--- src/rtl/mem_access_master.sv ---
// mem_access_master: load/store initiator between the memory stage and the data memory.
// Define MEM_SPLIT_MISALIGN_EN to replay in-range misaligned half/word accesses as byte beats.
//
// state | meaning
// IDLE  | waiting for a request, req_ready high
// ISSUE | check latched request, strobe DM once or report an address error
// SPLIT | byte beats of a misaligned access (MEM_SPLIT_MISALIGN_EN only)
module mem_access_master #(
    parameter logic [31:0] DM_BASE = 32'h0000_0000,
    parameter logic [31:0] DM_SIZE = 32'h0000_3000
) (
    input  logic        clk,
    input  logic        rst_n,
    input  logic        req_valid,
    output logic        req_ready,
    input  logic [2:0]  req_op,
    input  logic [31:0] req_addr,
    input  logic [31:0] req_wdata,
    input  logic [31:0] req_pc,
    output logic        resp_valid,
    output logic [31:0] resp_data,
    output logic [1:0]  resp_exc,
    output logic [31:0] resp_badvaddr,
    output logic        MemWrite,
    output logic        MemRead,
    output logic [1:0]  StoreType,
    output logic [1:0]  LoadType,
    output logic        SignRead,
    output logic [31:0] WPC,
    output logic [31:0] Addr,
    output logic [31:0] WD,
    input  logic [31:0] RD
);

`ifdef MEM_SPLIT_MISALIGN_EN
    typedef enum logic [1:0] {IDLE = 2'd0, ISSUE = 2'd1, SPLIT = 2'd2} state_t;
`else
    typedef enum logic [1:0] {IDLE = 2'd0, ISSUE = 2'd1} state_t;
`endif

    state_t      state, nextState;
    logic [2:0]  opQ;
    logic [31:0] addrQ, wdataQ, pcQ;
    logic        isLoad, signExt, misaligned, outOfRange, addrErr, needSplit;
    logic [1:0]  accType;
    logic [32:0] sizeM1, offset, offEnd;

    assign isLoad  = (opQ <= 3'd4);
    assign signExt = (opQ == 3'd0) || (opQ == 3'd1) || (opQ == 3'd3);

    always_comb begin
        case (opQ)
            3'd0, 3'd5:       accType = 2'd0;
            3'd1, 3'd2, 3'd6: accType = 2'd1;
            default:          accType = 2'd2;
        endcase
    end

    // 33-bit offset: bit 32 flags an address below the window, and a span that
    // wraps past the top of the address space can never compare as inside.
    assign sizeM1     = (accType == 2'd0) ? 33'd3 : (accType == 2'd1) ? 33'd1 : 33'd0;
    assign offset     = {1'b0, addrQ} - {1'b0, DM_BASE};
    assign offEnd     = offset + sizeM1;
    assign outOfRange = offset[32] || (offEnd >= {1'b0, DM_SIZE});
    assign misaligned = ((accType == 2'd1) && addrQ[0]) ||
                        ((accType == 2'd0) && (addrQ[1:0] != 2'b00));

`ifdef MEM_SPLIT_MISALIGN_EN
    assign addrErr   = outOfRange;
    assign needSplit = misaligned && !outOfRange;
`else
    assign addrErr   = outOfRange || misaligned;
    assign needSplit = 1'b0;
`endif

    assign req_ready = (state == IDLE);

`ifdef MEM_SPLIT_MISALIGN_EN
    logic [1:0]  beatQ;
    logic [31:0] asmQ, asmNext, splitData;
    logic        lastBeat;

    assign lastBeat = (beatQ == ((accType == 2'd1) ? 2'd1 : 2'd3));

    always_comb begin
        asmNext = asmQ;
        asmNext[{beatQ, 3'b000} +: 8] = RD[7:0];
        case (opQ)
            3'd0:    splitData = asmNext;
            3'd1:    splitData = {{16{asmNext[15]}}, asmNext[15:0]};
            3'd2:    splitData = {16'h0000, asmNext[15:0]};
            default: splitData = 32'h0;
        endcase
    end
`endif

    always_ff @(posedge clk or negedge rst_n) begin
        if (!rst_n) state <= IDLE;
        else        state <= nextState;
    end

    always_comb begin
        nextState = state;
        case (state)
            IDLE:    if (req_valid) nextState = ISSUE;
            ISSUE:   nextState = needSplit ? state_t'(2'd2) : IDLE;
`ifdef MEM_SPLIT_MISALIGN_EN
            SPLIT:   if (lastBeat) nextState = IDLE;
`endif
            default: nextState = IDLE;
        endcase
    end

    always_comb begin
        MemRead   = 1'b0;
        MemWrite  = 1'b0;
        StoreType = 2'd0;
        LoadType  = 2'd0;
        SignRead  = 1'b0;
        WPC       = 32'h0;
        Addr      = 32'h0;
        WD        = 32'h0;
        if (state == ISSUE && !addrErr && !needSplit) begin
            MemRead   = isLoad;
            MemWrite  = !isLoad;
            StoreType = accType;
            LoadType  = accType;
            SignRead  = signExt;
            WPC       = pcQ;
            Addr      = addrQ;
            WD        = wdataQ;
        end
`ifdef MEM_SPLIT_MISALIGN_EN
        if (state == SPLIT) begin
            MemRead   = isLoad;
            MemWrite  = !isLoad;
            StoreType = 2'd2;
            LoadType  = 2'd2;
            WPC       = pcQ;
            Addr      = addrQ + {30'd0, beatQ};
            WD        = {24'd0, wdataQ[{beatQ, 3'b000} +: 8]};
        end
`endif
    end

    always_ff @(posedge clk or negedge rst_n) begin
        if (!rst_n) begin
            opQ           <= 3'd0;
            addrQ         <= 32'h0;
            wdataQ        <= 32'h0;
            pcQ           <= 32'h0;
            resp_valid    <= 1'b0;
            resp_data     <= 32'h0;
            resp_exc      <= 2'b00;
            resp_badvaddr <= 32'h0;
`ifdef MEM_SPLIT_MISALIGN_EN
            beatQ         <= 2'd0;
            asmQ          <= 32'h0;
`endif
        end else begin
            resp_valid <= 1'b0;
            if (state == IDLE && req_valid) begin
                opQ    <= req_op;
                addrQ  <= req_addr;
                wdataQ <= req_wdata;
                pcQ    <= req_pc;
            end
            if (state == ISSUE && !needSplit) begin
                resp_valid    <= 1'b1;
                resp_exc      <= addrErr ? (isLoad ? 2'b01 : 2'b10) : 2'b00;
                resp_badvaddr <= addrErr ? addrQ : 32'h0;
                resp_data     <= (addrErr || !isLoad) ? 32'h0 : RD;
            end
`ifdef MEM_SPLIT_MISALIGN_EN
            if (state == ISSUE) begin
                beatQ <= 2'd0;
                asmQ  <= 32'h0;
            end
            if (state == SPLIT) begin
                asmQ  <= asmNext;
                beatQ <= beatQ + 2'd1;
                if (lastBeat) begin
                    resp_valid    <= 1'b1;
                    resp_data     <= splitData;
                    resp_exc      <= 2'b00;
                    resp_badvaddr <= 32'h0;
                end
            end
`endif
        end
    end

endmodule

--- config.mk ---
export PLATFORM = sky130hd
export DESIGN_NAME = mem_access_master
export DESIGN_NICKNAME = d
export VERILOG_FILES = /design/src/rtl/mem_access_master.sv
export SDC_FILE = /design/constraint.sdc
export NUM_CORES = 1
export LEC_CHECK = 0
export ABC_CLOCK_PERIOD_IN_PS = 3680
export CORE_UTILIZATION = 30
export CTS_CLUSTER_SIZE = 30
export DETAILED_ROUTE_END_ITERATION = 7
export MAX_ROUTING_LAYER = met4
export SYNTH_ARGS = -nofsm -noshare
export SYNTH_HDL_FRONTEND = slang
export SYNTH_SLANG_ARGS = --single-unit
export TNS_END_PERCENT = 50
--- constraint.sdc ---
create_clock -name clk -period 3.68 [get_ports clk]
set_input_delay 0.368 -clock clk [delete_from_list [all_inputs] [get_ports clk]]
set_output_delay 0.368 -clock clk [all_outputs]
set_load 0.02 [all_outputs]
==> results of run 1 <==
-- kinds of logic after synthesis --
logic type,after synthesis,synth area share (%)
adders and majority gates,3,0.510
buffers and inverters,180,10.2
DFF,167,47.4
muxes,50,6.17
AOI/OAI and AO/OA,163,12.8
other,1,0.0425
xor gates and xnor gates,3,0.298
and+or+nand+nor,308,22.7
-- worst reg2reg max path, delay by kind of cell (launching register included) --
kind	cells	cell delay, ns
simple gates	4	0.82
flops	1	0.39
buf+inv	6	0.98
compound gates	4	0.60
fa+ha+maj	2	0.53
-- layout make-up --
cell class | instances | area, µm² | area share (%)
inverter | 84 | 315 | 2.25
multi-input combinational | 544 | 4520 | 32.3
clock inverter | 13 | 113 | 0.805
tap | 384 | 480 | 3.43
sequential | 167 | 4180 | 29.9
antenna | 2 | 5.00 | 0.0358
clock buffer | 19 | 433 | 3.09
timing repair buffer | 381 | 3950 | 28.2
-- report_power, final --
part	total [mW]	internal, mW	switching (mW)
clock network	1.72	0.887	0.829
logic	1.46	0.640	0.816
registers	2.23	2.07	0.157
total	5.40	3.60	1.80
-- worst min path at each step --
stage,from,to,slack [ns],depth (start not counted)
global placement,rst_n,resp_badvaddr[22]$_DFFE_PN0P_,0.45,1
finish,resp_data[31]$_DFFE_PN0P_,resp_data[31]$_DFFE_PN0P_,0.48,2
floorplan,rst_n,addrQ[0]$_DFFE_PN0P_,0.07,0
CTS,req_pc[26],pcQ[26]$_DFFE_PN0P_,0.47,3
detailed placement,rst_n,resp_badvaddr[22]$_DFFE_PN0P_,0.46,1
global route,req_wdata[19],wdataQ[19]$_DFFE_PN0P_,0.48,3
-- metal layers --
metal | vias up | global-route usage [%]
li1 | 3658 | -
met1 | 3844 | 27.1
met3 | 49 | 3.46
met4 | 0 | 6.71
met2 | 278 | 30.2
met5 | - | -
-- timing repair --
action	CTS	global route
cloned	10	4
pin swaps	17	26
hold buffers	1	0
setup buffers	20	9
resized for setup	542	56
endpoints found under the setup margin	86	87
endpoints found under the hold margin	10	0
-- cell usage in the layout (no fill, tap or decap), types with 17 or more instances in the layout --
cell             Yosys  layout
a21oi_1             27      24
buf_4               23     125
clkbuf_16            0      21
clkdlybuf4s50_1      0     200
conb_1               1      17
dfrtp_1            167     165
inv_1               83      82
mux2_2              35      35
nand2_1            125     121
nand3_1             39      37
nor4_2              61      34
nor4_4               1      50
o21ai_0             85      83
o31ai_2             30      31
-- stage by stage --
stage / TNS, ns / setup WS (ns) / instances
2_1_floorplan: -0.00883 / -0.00883 / 891
3_3_place_gp: -21.96 / -0.389 / 1517
3_5_place_dp: -28.70 / -0.461 / 1517
4_1_cts: -22.47 / -0.438 / 1579
5_1_grt: -41.69 / -0.603 / 1594
6_report: -27.18 / -0.450 / 1594
-- registers in the layout, summed over array words and instances (netlist names) --
signal,count
state,1
wdataQ,32
opQ,3
resp_badvaddr,32
pcQ,32
resp_data,32
resp_valid,1
resp_exc,2
addrQ,32
==> summary.md, run 1 <==
| Metric | Value |
|---|---|
| Layout cells sized above 1 | `32.6%` |
| Synth warnings | `0` |
| Most common cell in the netlist | `dfrtp_1` |
| Synth Cell Area | `8820 µm²` |
| Seq/Total Area, Yosys | `47.4%` |
| Final Util | `48.5%` |
| Fin worst setup slack | `-0.450 ns` |
| Routed vias | `7829` |
| Worst hold path type | `reg2reg` |
| Max Root-Sink Buffers | `2` |
| Clk sinks | `167` |
| Antenna-violating nets left | `0` |
| CP top delay family | `simple AND/OR/NAND/NOR gates` |
| Distinct cells, synth | `58` |
| CP arrival | `3.76 ns` |
| Syn_area_per_cell | `10.1 µm²` |
| Routed wl met3 | `1590 µm` |
| Clock transition at path regs | `0.07 ns` |
| Worst-Skew Late Latency | `0.42 ns` |
| Die Span X | `174 µm` |
| Post-synthesis async set-or-reset flop share | `100%` |
| Final WL | `29500 µm` |
| Synth top cells by count | `dfrtp_1, nand2_1, o21ai_0` |
| CP required | `3.31 ns` |
| CP Max Fanout | `9` |
| Crit end category | `output port` |
| Reg2reg start | `opQ[2]$_DFFE_PN0P_` |
| Final hold vios | `0` |
| Ys flop type | `dfrtp_1` |
| Relative slew slack | `49.9%` |
| Placed wire-length estimate | `18800 µm` |
| R2R depth | `16` |
| H-tree depth | `4` |
| Pin count of the biggest net entering global routing | `154` |
| Worst Clk Skew | `0.0129 ns` |
| Final nets | `1332` |
| Met2 WL post-DR | `13500 µm` |
| Layout area overhead | `58.6%` |
| First-pass DRT Iterations | `5` |
| Number of global-route vias before repair | `7789` |
| Routed metal-1 wirelength | `13600 µm` |
| Area contributors post-synth | `dfrtp_1, nor4_2, nand2_1` |
| Worst-path cell chain | `nor3b_4 -> a21oi_2 -> ha_2 -> inv_2 -> fa_2 -> and2b_2 -> buf_6 -> nand4_4 -> or4_4 -> nand2_4 -> nand4_4 -> buf_12 -> buf_16 -> buf_4 -> nor4_2 -> buf_4` |
| CP max stage delay | `0.48 ns` |
| Crit start category | `register` |
| Hold WS | `0.484 ns` |
| Die footprint | `30100 µm²` |
| Num CTS Buffers | `17` |
| Reg2reg setup slack | `0.22 ns` |
| Pwr Density | `386 nW/µm²` |
| Die Span Y | `174 µm` |
| Layout fillers | `2668` |
| R2R Path End | `resp_badvaddr[10]$_DFFE_PN0P_` |
| Seq cells post-synth | `167` |
| Worst path bufs/invs | `6` |
| Outcome | `finished with violations` |
| # setup viols final | `86` |
| Initial cell density of the core | `30.6%` |
| Post-DP Area | `12400 µm²` |
| Clock root buffer master | `clkbuf_16` |
| Leakage | `6.12 nW` |
| Fmax | `242 MHz` |
| Post-Layout Inst Area | `14000 µm²` |
| DRC | `0` |
| CTS tree | `yes` |
| Row count | `62` |
| Highest metal used | `met4` |
| Routed WL per cell | `18.5 µm` |
| Violated checks | `negative setup slack` |
| DR iter-0 viols | `463` |
| Global Route Usage Sum | `20.0%` |
| Final worst-path cycle share | `112%` |
| Setup crit end | `WD[5]` |
| Slowest cell on the critical path | `or4_4` |
| Pwr Total | `5.40 mW` |
| Worst-Margin Slew | `0.752 ns` |
| Core Area | `28900 µm²` |
| Fin. max-slew vios | `0` |
| Fin crit period | `4.13 ns` |
| EDFF count, synth | `0` |
| Initial antenna violation count | `2` |
| Levels on crit path | `16` |
| Synth top area share | `47.4%` |
| IR drop worst, VDD | `0.280 mV` |
| Cells after Synth | `875` |
| Cell taking the most area after synthesis | `dfrtp_1` |
| Global-route wire length before repair | `45900 µm` |
| CP startpoint | `opQ[2]$_DFFE_PN0P_` |
| Global route overflow | `0` |
| Max-Cap Viols | `0` |
| Top-Level Pins | `305` |
| Routed vias/inst | `4.91` |
| Crit Path Category | `reg2out` |
| IO buf count | `287` |
| RSZ-0062 raised after global routing | `yes` |
| Routability Congestion | `0.881` |
Note: power is estimated with default switching activity, not from simulation.
==> inputs of run 2 (changes only) <==
--- a/config.mk
+++ b/config.mk
@@ -6,6 +6,7 @@
 export NUM_CORES = 1
 export LEC_CHECK = 0
 export ABC_CLOCK_PERIOD_IN_PS = 3680
+export CORE_ASPECT_RATIO = 0.8
 export CORE_UTILIZATION = 30
 export CTS_CLUSTER_SIZE = 30
 export DETAILED_ROUTE_END_ITERATION = 7
==> summary.md, run 2 (synthesis gave the netlist of run 1 again) <==
| Metric | Value |
|---|---|
| Die Span Y | `155 µm` |
| Violated checks | `negative setup slack` |
| Num CTS Buffers | `17` |
| CP top delay family | `simple AND/OR/NAND/NOR gates` |
| Layout area overhead | `58.5%` |
| CTS tree | `yes` |
| Row count | `55` |
| Worst Clk Skew | `0.0126 ns` |
| Final WL | `30900 µm` |
| Switching Fraction | `32.4%` |
| Worst hold path type | `reg2reg` |
| Final nets | `1332` |
| CP required | `3.31 ns` |
| Fin worst setup slack | `-0.434 ns` |
| Antenna-violating nets left | `0` |
| RSZ-0062 raised after global routing | `yes` |
| Final hold vios | `0` |
| CP startpoint | `opQ[2]$_DFFE_PN0P_` |
| Number of global-route vias before repair | `8009` |
| Register share of total power | `40.1%` |
| Worst path bufs/invs | `6` |
| Max Root-Sink Buffers | `2` |
| Fin crit period | `4.11 ns` |
| Pwr Density | `398 nW/µm²` |
| IO buf count | `287` |
| DRC | `0` |
| Global-route wire length before repair | `47800 µm` |
| Place WS | `-0.423 ns` |
| Levels on crit path | `16` |
| CP arrival | `3.75 ns` |
| Placed wire-length estimate | `20600 µm` |
| Routability Congestion | `0.955` |
| Fin. max-slew vios | `0` |
| Setup TNS | `-27.41 ns` |
| Outcome | `finished with violations` |
| Crit start category | `register` |
| CP max stage delay | `0.38 ns` |
| Initial cell density of the core | `30.8%` |
| Clock root buffer master | `clkbuf_16` |
| Crit end category | `output port` |
| Crit Path Category | `reg2out` |
| Die footprint | `30100 µm²` |
| Max-Cap Viols | `0` |
| First-pass DRT Iterations | `5` |
| Internal power | `3.76 mW` |
| Global Route Usage Sum | `21.4%` |
| HP Start | `resp_data[0]$_DFFE_PN0P_` |
| Final worst-path cycle share | `112%` |
| Layout cells sized above 1 | `32.5%` |
| Layout fillers | `2646` |
| R2R depth | `17` |
| IR drop worst, VDD | `0.299 mV` |
| DR iter-0 viols | `340` |
| Top-Level Pins | `305` |
| Leakage | `6.15 nW` |
| H-tree depth | `4` |
| Clock transition at path regs | `0.07 ns` |
| Global route overflow | `0` |
| Routed vias/inst | `4.98` |
| Relative slew slack | `47.2%` |
| # setup viols final | `86` |
| Slowest cell on the critical path | `dfrtp_1` |
| Most common cell after layout, fill and taps aside | `clkdlybuf4s50_1` |
| Combinational group share of total power | `26.9%` |
| Clk sinks | `167` |
| Routed WL per cell | `19.6 µm` |
| Part of the power in the clock network | `33.0%` |
| Initial antenna violation count | `2` |
| Core Area | `28600 µm²` |
| Psw | `1.80 mW` |
| Reg2reg start | `opQ[2]$_DFFE_PN0P_` |
| Worst-Skew Late Latency | `0.44 ns` |
| Pin count of the biggest net entering global routing | `127` |
| Commonest cells after routing, fill and taps aside | `clkdlybuf4s50_1, dfrtp_1, buf_4` |
| Routed vias | `7866` |
| Pwr Total | `5.57 mW` |
| Crit-path most repeated cell | `buf_4` |
| Fmax | `243 MHz` |
| Hold Path Depth | `2` |
| Worst-path cell chain | `nor3b_4 -> a21oi_2 -> ha_2 -> inv_2 -> fa_2 -> and2b_2 -> buf_6 -> nand4_1 -> buf_4 -> a2111o_1 -> o211ai_4 -> nand2_4 -> buf_12 -> buf_16 -> nor4_4 -> buf_4` |
| Die Span X | `194 µm` |
| CP Max Fanout | `8` |
| Worst-Margin Slew | `0.790 ns` |
[run 2: per-stage QoR]
| step | instances | instance area, µm² | utilization [%] | hold slack [ns] |
|---|---|---|---|---|
| 2_1_floorplan | 891 | 9060 | - | 0.0724 |
| 3_3_place_gp | 1519 | 12500 | 43.7 | 0.442 |
| 3_5_place_dp | 1519 | 12500 | 43.7 | 0.447 |
| 4_1_cts | 1570 | 13600 | 47.5 | 0.462 |
| 5_1_grt | 1580 | 14000 | 48.8 | 0.475 |
| 6_report | 1581 | 14000 | 48.9 | 0.480 |
[run 2: power groups by stage]
stage | combinational, mW | clock (mW) | sequential, mW
3_5_place_dp | 1.33 | 0 | 2.26
2_1_floorplan | 0.613 | 0 | 2.32
5_1_grt | 1.61 | 1.96 | 2.26
6_report | 1.50 | 1.83 | 2.23
3_3_place_gp | 1.33 | 0 | 2.25
4_1_cts | 1.43 | 1.89 | 2.23
[run 2: path summary, 6_finish.rpt]
| path | endpoint | slack (ns) |
|---|---|---|
| hold / removal | resp_data[0]$_DFFE_PN0P_ | 0.48 |
| setup reg to reg | resp_badvaddr[0]$_DFFE_PN0P_ | 0.18 |
| min in group asynchronous | resp_data[2]$_DFFE_PN0P_ | 0.51 |
| setup / recovery | WD[4] | -0.43 |
| max in group asynchronous | resp_badvaddr[11]$_DFFE_PN0P_ | 2.14 |
| hold reg to reg | resp_data[0]$_DFFE_PN0P_ | 0.48 |
[run 2: per-layer routing]
metal  up-vias  global-route usage (%)  routed length (µm)
li1       3666                       -                   -
met1      3876                    27.6               13800
met2       300                    32.6               14100
met3        24                    6.55                2550
met4         0                    5.79                 504
met5         -                       -                   0
[run 2: layout make-up]
type / instances / area, µm² / area share, %
inverter: 84 / 315 / 2.25
tap: 370 / 463 / 3.31
antenna: 3 / 7.51 / 0.0537
timing repair buffer: 381 / 3890 / 27.8
sequential: 167 / 4180 / 29.9
multi-input combinational: 544 / 4540 / 32.5
clock inverter: 13 / 145 / 1.04
clock buffer: 19 / 443 / 3.17
[run 2: repair_timing]
item,CTS,global route
hold endpoints to repair,21,0
pin swaps,8,22
hold buffers,1,0
cloned,10,1
buffers inserted,8,8
endpoints found under the setup margin,86,86
resized for setup,445,143
[run 2: worst min-delay path, cell delays in order, from the launching register on]
cell	delay, ns
dfrtp_1	0.34
nand2_1	0.05
o31ai_1	0.05
==> inputs of run 3 (changes only) <==
--- a/config.mk
+++ b/config.mk
@@ -10,6 +10,7 @@
 export CORE_UTILIZATION = 30
 export CTS_CLUSTER_SIZE = 30
 export DETAILED_ROUTE_END_ITERATION = 7
+export HOLD_SLACK_MARGIN = 0.03
 export MAX_ROUTING_LAYER = met4
 export SYNTH_ARGS = -nofsm -noshare
 export SYNTH_HDL_FRONTEND = slang
==> results of run 3 <==
Same layout as run 2: the final DEF is identical, and so are final timing and power.
